### src/rtl/cond_flag_reader_if.sv
// Request/response handshake between issue logic and the condition reader.
// The master issues a condition and consumes the result; the slave is the reader.
interface cond_flag_reader_if;
    logic       in_valid;
    logic       in_ready;
    logic [3:0] in_cond;
    logic       out_valid;
    logic       out_ready;
    logic       out_exec;
    logic [3:0] out_cond;

    modport master (
        output in_valid,
        output in_cond,
        output out_ready,
        input  in_ready,
        input  out_valid,
        input  out_exec,
        input  out_cond
    );

    modport slave (
        input  in_valid,
        input  in_cond,
        input  out_ready,
        output in_ready,
        output out_valid,
        output out_exec,
        output out_cond
    );
endinterface

### src/rtl/cond_flag_reader.sv
// Evaluates one ARM condition field against NZCV once every in-flight
// flag-setting instruction has committed, tracked by a saturating scoreboard.
module cond_flag_reader #(
    parameter int PEND_W = 2
) (
    input  logic                 clk,
    input  logic                 rst_n,
    input  logic [3:0]           status_bits_in,
    input  logic                 wr_issue,
    input  logic                 wr_commit,
    input  logic                 flush,
    output logic                 err,
    cond_flag_reader_if.slave    bus
);
    typedef enum logic [1:0] {
        ST_IDLE = 2'd0,
        ST_WAIT = 2'd1,
        ST_HOLD = 2'd2
    } state_t;

    localparam logic [PEND_W-1:0] PEND_MAX  = '1;
    localparam logic [PEND_W-1:0] PEND_ZERO = '0;
    localparam logic [PEND_W-1:0] PEND_ONE  = PEND_W'(1);
    localparam logic [3:0]        COND_AL   = 4'b1110;

    state_t            state_q;
    logic [PEND_W-1:0] pend_q, pend_d;
    logic              err_q, err_d;
    logic [3:0]        cond_q;
    logic              out_valid_q;
    logic              out_exec_q;
    logic [3:0]        out_cond_q;

    logic issue_only;
    logic commit_only;
    logic flags_ready;
    logic accept;

    // Pairs share a base predicate; the low bit inverts it (AL/1111 included).
    function automatic logic cond_eval(input logic [3:0] cond, input logic [3:0] nzcv);
        logic n, z, c, v, base;
        n = nzcv[3];
        z = nzcv[2];
        c = nzcv[1];
        v = nzcv[0];
        case (cond[3:1])
            3'b000:  base = z;
            3'b001:  base = c;
            3'b010:  base = n;
            3'b011:  base = v;
            3'b100:  base = c & ~z;
            3'b101:  base = (n == v);
            3'b110:  base = ~z & (n == v);
            default: base = 1'b1;
        endcase
        return base ^ cond[0];
    endfunction

    assign issue_only  = wr_issue & ~wr_commit;
    assign commit_only = wr_commit & ~wr_issue;

    // The status register writes on the negedge, so a commit this cycle is
    // already visible on status_bits_in at the next posedge.
    assign flags_ready = (pend_q == PEND_ZERO) || ((pend_q == PEND_ONE) && commit_only);

    assign accept = bus.in_valid && (state_q == ST_IDLE);

    always_comb begin
        pend_d = pend_q;
        err_d  = err_q;
        if (flush) begin
            pend_d = PEND_ZERO;
        end else if (issue_only) begin
            if (pend_q == PEND_MAX) begin
                err_d = 1'b1;
            end else begin
                pend_d = pend_q + PEND_ONE;
            end
        end else if (commit_only) begin
            if (pend_q == PEND_ZERO) begin
                err_d = 1'b1;
            end else begin
                pend_d = pend_q - PEND_ONE;
            end
        end
    end

    always_ff @(posedge clk or negedge rst_n) begin
        if (!rst_n) begin
            pend_q <= PEND_ZERO;
            err_q  <= 1'b0;
        end else begin
            pend_q <= pend_d;
            err_q  <= err_d;
        end
    end

    always_ff @(posedge clk or negedge rst_n) begin
        if (!rst_n) begin
            state_q     <= ST_IDLE;
            cond_q      <= 4'b0000;
            out_valid_q <= 1'b0;
            out_exec_q  <= 1'b0;
            out_cond_q  <= 4'b0000;
        end else if (flush) begin
            state_q     <= ST_IDLE;
            out_valid_q <= 1'b0;
        end else begin
            case (state_q)
                ST_IDLE: begin
                    if (accept) begin
                        if ((bus.in_cond == COND_AL) || flags_ready) begin
                            out_exec_q  <= cond_eval(bus.in_cond, status_bits_in);
                            out_cond_q  <= bus.in_cond;
                            out_valid_q <= 1'b1;
                            state_q     <= ST_HOLD;
                        end else begin
                            cond_q  <= bus.in_cond;
                            state_q <= ST_WAIT;
                        end
                    end
                end
                ST_WAIT: begin
                    if (flags_ready) begin
                        out_exec_q  <= cond_eval(cond_q, status_bits_in);
                        out_cond_q  <= cond_q;
                        out_valid_q <= 1'b1;
                        state_q     <= ST_HOLD;
                    end
                end
                ST_HOLD: begin
                    if (bus.out_ready) begin
                        out_valid_q <= 1'b0;
                        state_q     <= ST_IDLE;
                    end
                end
                default: begin
                    out_valid_q <= 1'b0;
                    state_q     <= ST_IDLE;
                end
            endcase
        end
    end

    assign bus.in_ready  = (state_q == ST_IDLE);
    assign bus.out_valid = out_valid_q;
    assign bus.out_exec  = out_exec_q;
    assign bus.out_cond  = out_cond_q;
    assign err           = err_q;
endmodule

### src/flat_wrapper.sv
// flat-port wrapper written by rule: the top's interface ports become plain ports
module cond_flag_reader_flat 
#(
    parameter int PEND_W = 2
)
  (clk, rst_n, status_bits_in, wr_issue, wr_commit, flush, err, bus_in_valid, bus_in_cond, bus_out_ready, bus_in_ready, bus_out_valid, bus_out_exec, bus_out_cond);
  cond_flag_reader_if bus_i ();
  input  logic clk;
  input  logic rst_n;
  input  logic [3:0] status_bits_in;
  input  logic wr_issue;
  input  logic wr_commit;
  input  logic flush;
  output logic err;
  input wire logic [$bits(bus_i.in_valid)-1:0] bus_in_valid;
  input wire logic [$bits(bus_i.in_cond)-1:0] bus_in_cond;
  input wire logic [$bits(bus_i.out_ready)-1:0] bus_out_ready;
  output wire logic [$bits(bus_i.in_ready)-1:0] bus_in_ready;
  output wire logic [$bits(bus_i.out_valid)-1:0] bus_out_valid;
  output wire logic [$bits(bus_i.out_exec)-1:0] bus_out_exec;
  output wire logic [$bits(bus_i.out_cond)-1:0] bus_out_cond;
  assign bus_i.in_valid = bus_in_valid;
  assign bus_i.in_cond = bus_in_cond;
  assign bus_i.out_ready = bus_out_ready;
  assign bus_in_ready = bus_i.in_ready;
  assign bus_out_valid = bus_i.out_valid;
  assign bus_out_exec = bus_i.out_exec;
  assign bus_out_cond = bus_i.out_cond;
  cond_flag_reader #(.PEND_W(PEND_W)) u_core (.clk(clk), .rst_n(rst_n), .status_bits_in(status_bits_in), .wr_issue(wr_issue), .wr_commit(wr_commit), .flush(flush), .err(err), .bus(bus_i));
endmodule
### config.mk
export PLATFORM = sky130hd
export DESIGN_NAME = cond_flag_reader_flat
export DESIGN_NICKNAME = d
export VERILOG_FILES = /design/src/rtl/cond_flag_reader_if.sv /design/src/rtl/cond_flag_reader.sv /design/src/flat_wrapper.sv
export SDC_FILE = /design/constraint.sdc
export NUM_CORES = 1
export LEC_CHECK = 0
export ABC_CLOCK_PERIOD_IN_PS = 2300
export CORE_MARGIN = 5
export CORE_UTILIZATION = 37
export CTS_BUF_LIST = sky130_fd_sc_hd__clkbuf_16
export DETAILED_ROUTE_END_ITERATION = 7
export PLACE_DENSITY = 0.74
export RECOVER_POWER = 50
export SKIP_LAST_GASP = 1
export SYNTH_ARGS = -nofsm -noshare
export SYNTH_HDL_FRONTEND = slang
export SYNTH_SLANG_ARGS = --single-unit
export TNS_END_PERCENT = 10
### constraint.sdc
create_clock -name clk -period 2.3 [get_ports clk]
set_input_delay 0.46 -clock clk [delete_from_list [all_inputs] [get_ports clk]]
set_output_delay 0.46 -clock clk [all_outputs]
set_load 0.05 [all_outputs]
[Yosys cells after proc, flatten, opt, wreduce, memory -nomap -nowiden]
Cells that the tools add are included.
Word-level totals
  bits in registers: 15
  output and inout bits: 8
Operators by class
  add/subtract/negate cells: 2
  equality and inequality tests: 28
  mux-type cells: 38
  bitwise gates (word level): 11
  reduce and logical (&&, ||, !) cells: 18
Operators by type and width (count)
  $mux W2: 10
  $mux W1: 19
  $eq A3 B3 Y1 const B: 6
  $pmux W1 S7: 2
  $eq A3 B2 Y1 const B: 4
  $mux W4: 3
  $ne A3 B2 Y1 const B: 4
  $reduce_and A4 Y1: 3
  $pmux W4 S2: 1
  $eq A3 B1 Y1 const B: 2
  $logic_not A3 Y1: 2
  $ne A2 B1 Y1 const B: 3
  $ne A3 B3 Y1 const B: 2
  $pmux W2 S3: 1
  $reduce_and A3 Y1: 2
  $reduce_bool A2 Y1: 3
  $not A1 Y1: 5
  $reduce_and A5 Y1: 1
  $and A1 B1 Y1: 4
  $eq A2 B1 Y1 const B: 2
  $eq A2 B2 Y1 const B: 2
  $eq A4 B4 Y1 const B: 1
  $logic_not A2 Y1: 2
  $pmux W1 S3: 1
  9 further kinds: 12

[Logic depth before layout (Yosys ltp)]
Gate-level depths: netlist of the first run.
  depth after elaboration: 13
  gate-level depth with buffers: 8
  gate-level depth less buffers: 7

[Worst setup path before layout of the first run]
Ideal clock, no wire load.
  path kind: flip-flop to flip-flop
  start point: register u_core.state_q[0]
  end point: register u_core.cond_q[0]
  setup time: 125 ps
  arrival time: 1895 ps
  data required time: 2175 ps
  slack: 281 ps
  stages on the path, launching flop included: 5
  path through: dfrtp_1 > clkbuf_2 > nor2_1 > nand4_1 > mux2_2
Between the ends
  longest elaborated chain between the ends: 3
RTL lines
  start: declaration: line cond_flag_reader.sv:26  | state_t state_q;
  start signal: assignment: line cond_flag_reader.sv:100  | state_q <= ST_IDLE;
  start signal: assignment: line cond_flag_reader.sv:106  | state_q <= ST_IDLE;
  start signal: assignment: line cond_flag_reader.sv:116  | state_q <= ST_HOLD;
  $logic_not A2 Y1 (*)
  named net bus_in_ready: line flat_wrapper.sv:18  | output wire logic [$bits(bus_i.in_ready)-1:0] bus_in_ready;
  $logic_and A1 B1 Y1: line cond_flag_reader.sv:66  | assign accept = bus.in_valid && (state_q == ST_IDLE);
  $reduce_and A4 Y1 (no line) (*)
  end signal: assignment: line cond_flag_reader.sv:118  | cond_q <= bus.in_cond;
  end: declaration: line cond_flag_reader.sv:29  | logic [3:0] cond_q;
The timed path passes the listed nets; every way through them passes the cells marked *.
A chain may end at the register's enable or synchronous reset.

[Final worst setup path of the first run]
  start point: register u_core.state_q[0]
  end point: output port bus_in_ready
Between the ends
  longest elaborated chain between the ends: 1
RTL lines
  $logic_not A2 Y1: line cond_flag_reader.sv:145  | assign bus.in_ready = (state_q == ST_IDLE);
  end: declaration: line flat_wrapper.sv:18
Every way passes these cells.

==> results.txt, run 1 <==
first-pass GRT wire length: 3926 um
clk_lat worst skew: 240 ps
Critical R2R Launch: u_core.pend_q[0]
Die ar.: 0.003869 mm^2
# H-tree levels: 1
post-synthesis mux area share: 14.52%
Wirelength per Cell: 14.57 um
slew of the pin with the lowest slew margin: 683.8 ps
CP Max Fanout: 7
CTS buffer count: 3
Post-Synth XOR/XNOR Area: 2.605%
vias per std cell: 5.340
PortBufs: 22
power density cells: 963.7 mW/mm^2
Worst Setup EP: bus_in_ready
Max Buffers Root-to-Sink: 2
number of hold violations in the final report: 0
setup TNS: 0 ps
startpoint types: flop
Worst-path clk slew: 50 ps
largest net degree at the start of global routing: 16
root buf cell: clkbuf_16
leading area contributor after synthesis: dfrtp_1
CP peak stage delay: 830 ps
minimum period implied by the final worst setup slack: 2189 ps
I/O pin count: 23
CP endpoint kind: output pin
Adder-Cell Fraction of Synth Area: 6.203%
maximum vdd drop: 0.5588 mV
drt first pass iters: 4
share of layout cells above drive strength 1: 14.06%
TritonCTS clock tree: built
chip height: 62.21 um
initial drt markers: 35
antenna fix cells: 0
routability cong.: 0.9203
Post-DP HPWL: 1743 um
Leak: 0.6061 nW
Pins Over Slew Limit: 0
Cells after Synth: 103
Std-Cell Rows: 19
Mapped Nets: 123
Area growth, synth to finish: 33.87%
GRT Util Overall: 12.19%
Compound-Gate Fraction of Synth Area: 16.38%
mapped cell area: 0.001008 mm^2
Nets: 149
Initial Util: 37.54%
Avg Synthesized Cell Area: 9.791 um^2
Ys Warns: 0
HP Class: flop to flop
vias in the first global route: 898
MaxCap Viol Count: 0
CP max stage cell: clkdlybuf4s50_1
Fmax: 0.4568 GHz
postcts setup bufs: 0
Yosys cell types: 35
global route overflow: 0
Slew headroom: 54.26%
die span in x: 62.21 um
core area: 0.002686 mm^2
placed insts: 155
Post-CTS Hold Buffers: 0
synth top area cells: dfrtp_1, mux2i_1, ha_1, mux2_2, nand2_1
Tcrit/Tclk final: 95.19%
fillers: 236
Simple-Gate Fraction of Synth Area: 17.87%
skew final: 0.8303 ps
sequential element share of the synthesized area: 37.22%
number of remaining DRC errors: 0
RSZ-0062 raised after global routing: false
RR Endpoint: u_core.cond_q[2]
antenna violations before repair: 0
Routed Antenna Nets: 0
DR vias: 849
largest family of logic cells by synthesized area: simple AND/OR/NAND/NOR gates
critical path launch point: u_core.state_q[0]
Total Routed Length: 2317 um
kind of critical path: flop to output pin
CP Data Arrival Time: 1730 ps
clock sink count: 15
CTS resizes: 0
worst reg2reg path depth: 6
Setup violations, final: 0
Reg2Reg Setup Slack: 500 ps
CP cell instances: nor2_1 > clkdlybuf4s50_1
outcome: finished, final reports clean
Non-Filler Instances: 159
top cell type's share of synthesized area: 37.22%
Worst Path Required: 1840 ps
#FFs+latches synth: 15
## area by class of cell
class	instances	area [um^2]	area share [%]
Multi-Input combinational cell	76	580.6	43.00
Sequential cell	15	375.4	27.80
Timing Repair Buffer	26	250.2	18.54
Clock buffer	3	75.07	5.561
Tap cell	31	38.79	2.873
Inverter	7	26.28	1.946
Clock inverter	1	3.754	0.2780
## power breakdown
group / internal (W) / switching, W
Clock: 0.000230 / 0.000102
Combinational: 0.000241 / 0.000294
Sequential: 0.000343 / 0.0000908
Total: 0.000814 / 0.000487
## cells in the final DEF (no fill, tap or decap), types with 3 or more instances in the layout
cell | netlist | layout
mux2_2 | 5 | 5
nor2_1 | 6 | 6
a31oi_1 | 3 | 3
ha_1 | 5 | 5
clkdlybuf4s50_1 | 0 | 20
nand2_1 | 8 | 8
clkbuf_16 | 0 | 3
buf_4 | 1 | 3
mux2i_1 | 9 | 9
o21ai_0 | 4 | 4
inv_1 | 7 | 8
xnor2_1 | 3 | 3
nand3_1 | 3 | 3
o211ai_1 | 4 | 4
dfrtp_1 | 15 | 15
## cell families (layout without fill, tap and decap cells)
kind of cell | count (synthesis) | count (layout)
AOI/OAI and AO/OA | 22 | 22
xor gates and xnor gates | 3 | 3
adders and majority gates | 5 | 5
buffers and inverters | 12 | 37
DFF | 15 | 15
muxes | 14 | 14
and+or+nand+nor | 32 | 32
## registers in the layout (all words and copies together), names as in the netlist
register              flops
u_core.bus.out_cond       4
u_core.bus.out_exec       1
u_core.bus.out_valid      1
u_core.cond_q             4
u_core.err                1
u_core.pend_q             2
u_core.state_q            2
## through the flow
step	power (W)	hold slack [ps]	util [%]	setup WS (ps)	instance area [um^2]
2_1_floorplan	0.0007910	164.4	-	280.8	1008
3_3_place_gp	0.0009562	449.3	47.32	75.52	1271
3_5_place_dp	0.0009712	456.4	47.32	36.06	1271
4_1_cts	0.001316	468.2	50.26	107.3	1350
5_1_grt	0.001380	508.4	50.26	53.42	1350
6_report	0.001301	462.4	50.26	110.7	1350
## synthesized netlist by cell type
master     count
o2111ai_2      1
ha_1           5
o211ai_1       4
a31oi_1        3
o21ai_2        1
a211oi_2       1
o22ai_1        1
a21oi_1        2
nor2b_1        1
nand4_1        2
o211a_1        1
o41ai_1        1
xnor2_1        3
nor3_2         1
buf_4          1
clkbuf_1       1
nand2_1        8
o31ai_1        1
inv_1          7
and2b_1        1
nand2b_1       1
clkbuf_2       2
a2bb2oi_1      2
mux2_2         5
nand4b_1       2
and2b_2        2
nand3_1        3
mux2i_1        9
dfrtp_1       15
nor3_1         1
nor3b_1        2
nor2_1         6
buf_2          1
o21ai_0        4
nand3b_1       2
## layer usage
metal,GRT usage (%),up-vias,wire (um)
li1,-,422,-
met1,15.37,402,1064
met2,19.95,23,1124
met3,3.063,2,118
met4,4.336,0,9
met5,0,-,0
## critical path, delay by kind of cell (launching register included)
kind,cells,cell delay [ps]
flip-flops,1,450
AND/OR/NAND/NOR,1,200
buffers and inverters,1,830
## worst min path at each step
stage                           from                     end  slack, ps  depth (start not counted)
after floorplan                rst_n  u_core.bus.out_cond[0]        160                          0
after global placement    u_core.err              u_core.err        450                          2
after detailed placement  u_core.err              u_core.err        460                          2
after CTS                 u_core.err              u_core.err        470                          2
after global routing      u_core.err              u_core.err        510                          2
final                     u_core.err              u_core.err        460                          2
No activity file was read; power rests on OpenSTA's default activity.
==> run 2: changes to the inputs <==
- SKIP_CTS_REPAIR_TIMING: default -> 1
==> results of run 2 <==
Same layout as run 1: the final DEF is identical, and so are final timing and power.
